[config.mk]
export PLATFORM = sky130hd
export DESIGN_NAME = zq_cal_engine
export DESIGN_NICKNAME = d
export VERILOG_FILES = /design/src/rtl/zq_cal_pkg.sv /design/src/rtl/zq_cal_sync.sv /design/src/rtl/zq_cal_engine.sv
export SDC_FILE = /design/constraint.sdc
export NUM_CORES = 1
export LEC_CHECK = 0
export CORE_MARGIN = 5
export CORE_UTILIZATION = 29
export CTS_BUF_LIST = sky130_fd_sc_hd__clkbuf_4 sky130_fd_sc_hd__clkbuf_8 sky130_fd_sc_hd__clkbuf_16
export CTS_CLUSTER_DIAMETER = 40
export DETAILED_ROUTE_END_ITERATION = 8
export PLACE_DENSITY = 0.47
export SLEW_MARGIN = 0
export SYNTH_ARGS = -nofsm -noshare
export SYNTH_HDL_FRONTEND = slang
export SYNTH_SLANG_ARGS = --single-unit
[constraint.sdc]
create_clock -name clk_i -period 4.09 [get_ports clk_i]
set_input_delay 0.409 -clock clk_i [delete_from_list [all_inputs] [get_ports clk_i]]
set_output_delay 0.409 -clock clk_i [all_outputs]
set_load 0.03 [all_outputs]
[src/rtl/zq_cal_pkg.sv]
// Shared types and constants for the ZQ calibration engine.
package zq_cal_pkg;

    typedef enum logic [1:0] {
        IDLE,
        SETTLE,
        SAMPLE,
        DONE
    } zq_cal_state_e;

    localparam int ZqCodeW    = 7;
    localparam int SettleCntW = 8;
    localparam int MajSamples = 3;

endpackage

[src/rtl/zq_cal_sync.sv]
// Multi-flop synchronizer for asynchronous inputs; clears to 0 on reset.
module zq_cal_sync #(
    parameter int Stages = 2,
    parameter int Width  = 1
) (
    input  logic             clk_i,
    input  logic             rst_i,
    input  logic [Width-1:0] d_i,
    output logic [Width-1:0] q_o
);

    logic [Stages-1:0][Width-1:0] sync_q;

    always_ff @(posedge clk_i or posedge rst_i) begin
        if (rst_i) begin
            sync_q <= '0;
        end else begin
            sync_q[0] <= d_i;
            for (int i = 1; i < Stages; i++) begin
                sync_q[i] <= sync_q[i-1];
            end
        end
    end

    assign q_o = sync_q[Stages-1];

endmodule

[src/rtl/zq_cal_engine.sv]
// ZQ calibration sequencer: SAR search of the ZQ code against the backend comparator.
// Build option ZQ_CAL_MAJORITY_EN: each bit is decided by a 2-of-3 vote over three samples.
module zq_cal_engine
    import zq_cal_pkg::*;
#(
    parameter int CodeW        = ZqCodeW,
    parameter int SettleCycles = 16,
    parameter int SyncStages   = 2
) (
    input  logic             clk_i,
    input  logic             rst_i,
    input  logic             start_i,
    input  logic             abort_i,
    input  logic             manual_en_i,
    input  logic [CodeW-1:0] manual_code_i,
    input  logic             manual_cal_en_i,
    input  logic             comparator_i,
    output logic [CodeW-1:0] zq_config_o,
    output logic             zq_cal_en_o,
    output logic             busy_o,
    output logic             done_o,
    output logic [CodeW-1:0] code_o,
    output logic             valid_o,
    output logic             sat_err_o
);

    localparam int                    IdxW       = (CodeW > 1) ? $clog2(CodeW) : 1;
    localparam logic [SettleCntW-1:0] SettleLoad = SettleCntW'(SettleCycles);
    localparam logic [IdxW-1:0]       TopIdx     = IdxW'(CodeW - 1);

    zq_cal_state_e         state_q, state_d;
    logic [SettleCntW-1:0] cnt_q, cnt_d;
    logic [IdxW-1:0]       idx_q, idx_d;
    logic [CodeW-1:0]      cfg_q, cfg_d;
    logic [CodeW-1:0]      code_q, code_d;
    logic                  cal_en_q, cal_en_d;
    logic                  busy_q, busy_d;
    logic                  done_q, done_d;
    logic                  valid_q, valid_d;
    logic                  sat_q, sat_d;

    logic                  cmp_sync;
    logic                  decide;
    logic                  bit_val;
    logic [CodeW-1:0]      trial;
    logic [CodeW-1:0]      idle_cfg;

    zq_cal_sync #(
        .Stages(SyncStages),
        .Width (1)
    ) u_cmp_sync (
        .clk_i(clk_i),
        .rst_i(rst_i),
        .d_i  (comparator_i),
        .q_o  (cmp_sync)
    );

    assign idle_cfg = manual_en_i ? manual_code_i : code_q;

`ifdef ZQ_CAL_MAJORITY_EN
    localparam logic [1:0] LastSamp = 2'(MajSamples - 1);

    logic [1:0] samp_q, samp_d;
    logic [1:0] votes_q, votes_d;
    logic [1:0] votes_tot;

    assign votes_tot = votes_q + {1'b0, cmp_sync};
`endif

    always_comb begin
        state_d  = state_q;
        cnt_d    = cnt_q;
        idx_d    = idx_q;
        cfg_d    = cfg_q;
        code_d   = code_q;
        cal_en_d = cal_en_q;
        busy_d   = busy_q;
        done_d   = 1'b0;
        valid_d  = valid_q;
        sat_d    = sat_q;
        decide   = 1'b0;
        bit_val  = 1'b0;
        trial    = cfg_q;
`ifdef ZQ_CAL_MAJORITY_EN
        samp_d   = samp_q;
        votes_d  = votes_q;
`endif

        unique case (state_q)
            IDLE: begin
                cfg_d    = idle_cfg;
                cal_en_d = manual_en_i & manual_cal_en_i;
                busy_d   = 1'b0;
                if (start_i && !abort_i) begin
                    state_d         = SETTLE;
                    cfg_d           = '0;
                    cfg_d[CodeW-1]  = 1'b1;
                    idx_d           = TopIdx;
                    cnt_d           = SettleLoad;
                    cal_en_d        = 1'b1;
                    busy_d          = 1'b1;
                    valid_d         = 1'b0;
                    sat_d           = 1'b0;
                end
            end

            SETTLE: begin
                cnt_d = cnt_q - SettleCntW'(1);
                if (cnt_q == SettleCntW'(1)) begin
                    state_d = SAMPLE;
`ifdef ZQ_CAL_MAJORITY_EN
                    samp_d  = '0;
                    votes_d = '0;
`endif
                end
            end

            SAMPLE: begin
`ifdef ZQ_CAL_MAJORITY_EN
                if (samp_q == LastSamp) begin
                    decide  = 1'b1;
                    bit_val = (votes_tot >= 2'd2);
                end else begin
                    samp_d  = samp_q + 2'd1;
                    votes_d = votes_tot;
                end
`else
                decide  = 1'b1;
                bit_val = cmp_sync;
`endif
                if (decide) begin
                    trial[idx_q] = bit_val;
                    if (idx_q != '0) begin
                        trial[idx_q - IdxW'(1)] = 1'b1;
                        idx_d   = idx_q - IdxW'(1);
                        cnt_d   = SettleLoad;
                        state_d = SETTLE;
                    end else begin
                        state_d = DONE;
                    end
                    cfg_d = trial;
                end
            end

            DONE: begin
                code_d   = cfg_q;
                valid_d  = 1'b1;
                sat_d    = (cfg_q == '0) || (cfg_q == '1);
                done_d   = 1'b1;
                busy_d   = 1'b0;
                cal_en_d = 1'b0;
                cfg_d    = manual_en_i ? manual_code_i : cfg_q;
                state_d  = IDLE;
            end

            default: state_d = IDLE;
        endcase

        // Abort only applies to an in-flight search; a finished result in DONE stands.
        if (abort_i && (state_q == SETTLE || state_q == SAMPLE)) begin
            state_d  = IDLE;
            busy_d   = 1'b0;
            cal_en_d = 1'b0;
            cfg_d    = idle_cfg;
        end
    end

    always_ff @(posedge clk_i or posedge rst_i) begin
        if (rst_i) begin
            state_q  <= IDLE;
            cnt_q    <= '0;
            idx_q    <= '0;
            cfg_q    <= '0;
            code_q   <= '0;
            cal_en_q <= 1'b0;
            busy_q   <= 1'b0;
            done_q   <= 1'b0;
            valid_q  <= 1'b0;
            sat_q    <= 1'b0;
`ifdef ZQ_CAL_MAJORITY_EN
            samp_q   <= '0;
            votes_q  <= '0;
`endif
        end else begin
            state_q  <= state_d;
            cnt_q    <= cnt_d;
            idx_q    <= idx_d;
            cfg_q    <= cfg_d;
            code_q   <= code_d;
            cal_en_q <= cal_en_d;
            busy_q   <= busy_d;
            done_q   <= done_d;
            valid_q  <= valid_d;
            sat_q    <= sat_d;
`ifdef ZQ_CAL_MAJORITY_EN
            samp_q   <= samp_d;
            votes_q  <= votes_d;
`endif
        end
    end

    assign zq_config_o = cfg_q;
    assign zq_cal_en_o = cal_en_q;
    assign busy_o      = busy_q;
    assign done_o      = done_q;
    assign code_o      = code_q;
    assign valid_o     = valid_q;
    assign sat_err_o   = sat_q;

endmodule
==> results.md <==
* Area share of the leading cell type in the synthesized netlist at 0.383
* Net switching power at between 1 and 1.5 mW
* Proportion of synthesized chip area in sequential cells at 0.383
* Worst supply voltage drop on vdd at ~0.3 mV
* Overall global routing resource usage at 0.137
* Cell variety after synth at between 60 and 70
* Fill cell total of the finished layout at 812
* Clock sink count at 34
* Gate count of the mapped netlist at 240
* Class of the tightest hold or removal check: register to register
* Arrival time of the worst setup path at between 2000 and 3000 ps
* Skew final at ~9 ps
* Setup CP Type: register to register
* Core area at 7610 µm²
* Net Sw Frac at 0.479
* Cell at the root of the clock tree: clkbuf_8
* Clk slew on worst S/H paths at roughly 70 ps
* Fraction of synthesis flops using an asynchronous set or reset pin at 1.00
* Post-detail-place hpwl at approximately 4700 µm
* Post-route total power at roughly 2.1 mW
* Wirelength per Cell at between 15 and 20 µm
* Clock Power Share at 0.119
* Detailed Route WL at 6340 µm
* Starting utilization of the core area at 0.292
* Maximum clock frequency at 0.431 GHz
* Number of synthesized register bits at 34
* Ant. Diodes at 0
* Summed instance area of the synthesized netlist at 2220 µm²
* Internal Power at about 1.1 mW
* Area growth from synthesis to layout at 22.3%
* Startpoint type of the worst setup path: register
* Part of the power in registers at 0.311
* Wire length of the first global-routing pass at roughly 10000 µm
* Count of hold-fix buffers inserted at cts at 0
* Clk Latency, worst-skew pair at ~280 ps
* FF-to-FF Start: idx_q[0]
* Hold depth at 0
* Total of buffers placed on input and output ports at 32
* Setup violations, final at 0
* R2R setup slack at approximately 1800 ps
* Max-cap violations at 0
* Launch point of the worst hold path: u_cmp_sync.sync_q[0]
* Weighted congestion reported at the end of routability-driven placement at 0.759
* Post-cts sizing count at 0
* Max Fanout on Critical Path at 17
* Number of global-route vias before repair at 1895
* Crit share post-route at 0.568
* Number of antenna violations at the first check in global routing at 0
* Syn. warnings at 0
* Most frequently used flop master after synthesis: dfrtp_1
* Time the worst path needs with I/O delays and setup at 2320 ps
* Endpoint, Worst Hold: u_cmp_sync.q_o
* Largest net degree at the start of global routing at 35
* Deepest clock path buffer count at 2
* Depth of the worst register-to-register path at 6
* Pwr dens at 769 nW/µm²
* Number of buffers added by the clock tree synthesis step at 5
* H-tree levels at 2
* Kind of capture point of the worst setup path: register
* Drt pass-1 iters at 4
* End of the worst register-to-register path: zq_config_o[0]
* Gate power share at 0.570
* Residual DRC at 0
* Area contributors post-synth: dfrtp_1 (38%), ha_1 (5.1%), mux2_2 (3.5%)
* Setup TNS Final at 0 ps
* Buffers inserted during post-CTS setup optimization at 0
* Chip Height at just under 100 µm
* Die footprint at between 9000 and 10000 µm²
* Via count at approximately 2000
* Die Wd at 97.5 µm
* Leakage power summed over all cells at between 1 and 1.5 nW
* Required time worst endpoint at between 4000 and 5000 ps
* Total count of max-transition violations in the final report at 0
* Initial detailed-routing violation count at about 150
* Final antenna-violating net count at 0
* Total count of hold-check failures in the final report at 0
* Synthesized Nets at between 200 and 300
* Most instantiated library cell after synthesis: dfrtp_1
* Final global-route overflow total at 0
* Post-DR vias/cell at ~5.2
* Biggest area consumer among synthesized cells: dfrtp_1
* Post-synth top cells: dfrtp_1 (34), a21oi_1 (15), nor2_1 (15), inv_1 (14), nand2_1 (13)
* Clock tree from TritonCTS: done
* Number of enable flip-flop cells after synthesis at 0
* Worst slew margin relative to its limit at 0.544
* Count of standard-cell rows at 32
* Post-synthesis area per instance at 9.25 µm²
* Total I/O pin count at 33
* Net count reported at finish at approximately 300
* Layout cell share with drive strength beyond 1 at 0.0959
* Result of the run: finished, final reports clean
* Worst-Margin Slew at around 680 ps
* Setup repair after global routing missed its margin: false
-- through the flow --
stage | hold slack [ps] | setup WS [ps] | util | instances | instance area (µm²)
CTS | 351 | 1790 | 0.357 | 373 | 2720
global route | 366 | 1560 | 0.357 | 373 | 2720
detailed placement | 336 | 1650 | 0.346 | 367 | 2630
global placement | 332 | 1650 | 0.346 | 367 | 2630
floorplan | 331 | 2280 | - | 240 | 2220
finish | 348 | 1770 | 0.357 | 373 | 2720
-- metal layers --
metal,wire (µm),vias to the layer above,global-route usage,part of all wire
met4,53,0,0.0383,0.0084
met5,0,-,0,0
met2,2840,41,0.196,0.45
met1,3170,934,0.207,0.50
li1,-,973,-,-
met3,280,5,0.0266,0.044
-- worst max-delay path by stage --
stage,from,to,slack [ps],cells after the start
after floorplan,state_q[0],zq_config_o[2],2280,7
after global placement,manual_en_i,zq_config_o[1],1650,5
after detailed placement,manual_en_i,zq_config_o[1],1650,5
after CTS,idx_q[0],zq_config_o[0],1790,6
after global routing,idx_q[0],zq_config_o[0],1560,6
final,idx_q[0],zq_config_o[0],1770,6
-- final cells by class --
| class | instances | area, µm² | share of cell area |
|---|---|---|---|
| Clock buffer | 6 | 82.6 | 0.0304 |
| Tap cell | 102 | 128 | 0.0470 |
| Inverter | 17 | 63.8 | 0.0235 |
| Multi-Input combinational cell | 180 | 1260 | 0.462 |
| Sequential cell | 34 | 851 | 0.313 |
| Timing Repair Buffer | 34 | 335 | 0.123 |
-- sequential cells by signal (all words and copies together) (netlist names) --
signal	count
cnt_q	8
code_o	7
zq_config_o	7
idx_q	3
state_q	2
busy_o	1
done_o	1
sat_err_o	1
u_cmp_sync.q_o	1
u_cmp_sync.sync_q	1
valid_o	1
zq_cal_en_o	1
-- kinds of logic after synthesis --
family | share of synthesized area
simple gates | 0.176
fa+ha+maj | 0.0507
compound gates | 0.283
buf+inv | 0.0513
mux | 0.0552
flops | 0.383
-- worst max-delay path, stage by stage, from the launching register on --
cell      delay, ps
dfrtp_1         680
inv_2           130
ha_1            340
or3_4           390
a311oi_2        290
o211ai_1        160
a221oi_2        240
-- layout by cell type, fill, tap and decap left out, types with 3 or more instances in the layout --
| cell | n |
|---|---|
| o21ai_0 | 7 |
| ha_1 | 9 |
| clkdlybuf4s50_1 | 32 |
| o2111ai_1 | 4 |
| clkbuf_8 | 6 |
| a211o_1 | 3 |
| a21oi_1 | 15 |
| mux2_2 | 7 |
| nor2_1 | 15 |
| dfrtp_1 | 34 |
| nand2_1 | 13 |
| mux2_1 | 3 |
| a31oi_1 | 4 |
| inv_2 | 3 |
| o22ai_1 | 4 |
| inv_1 | 14 |
| a211oi_1 | 4 |
| o31ai_1 | 8 |
| nand3_1 | 10 |
| or3_1 | 3 |
| o21ai_1 | 10 |
| nand2b_1 | 7 |
| nor2b_1 | 10 |
-- power by group through the flow --
stage / Combinational (mW) / Clock (mW) / Sequential, mW
after floorplan: 0.714 / 0 / 0.736
after global placement: 1.20 / 0 / 0.660
after detailed placement: 1.19 / 0 / 0.656
after CTS: 1.20 / 0.258 / 0.651
after global routing: 1.32 / 0.272 / 0.673
final: 1.19 / 0.248 / 0.651
Power figures use the tool's default switching activity.
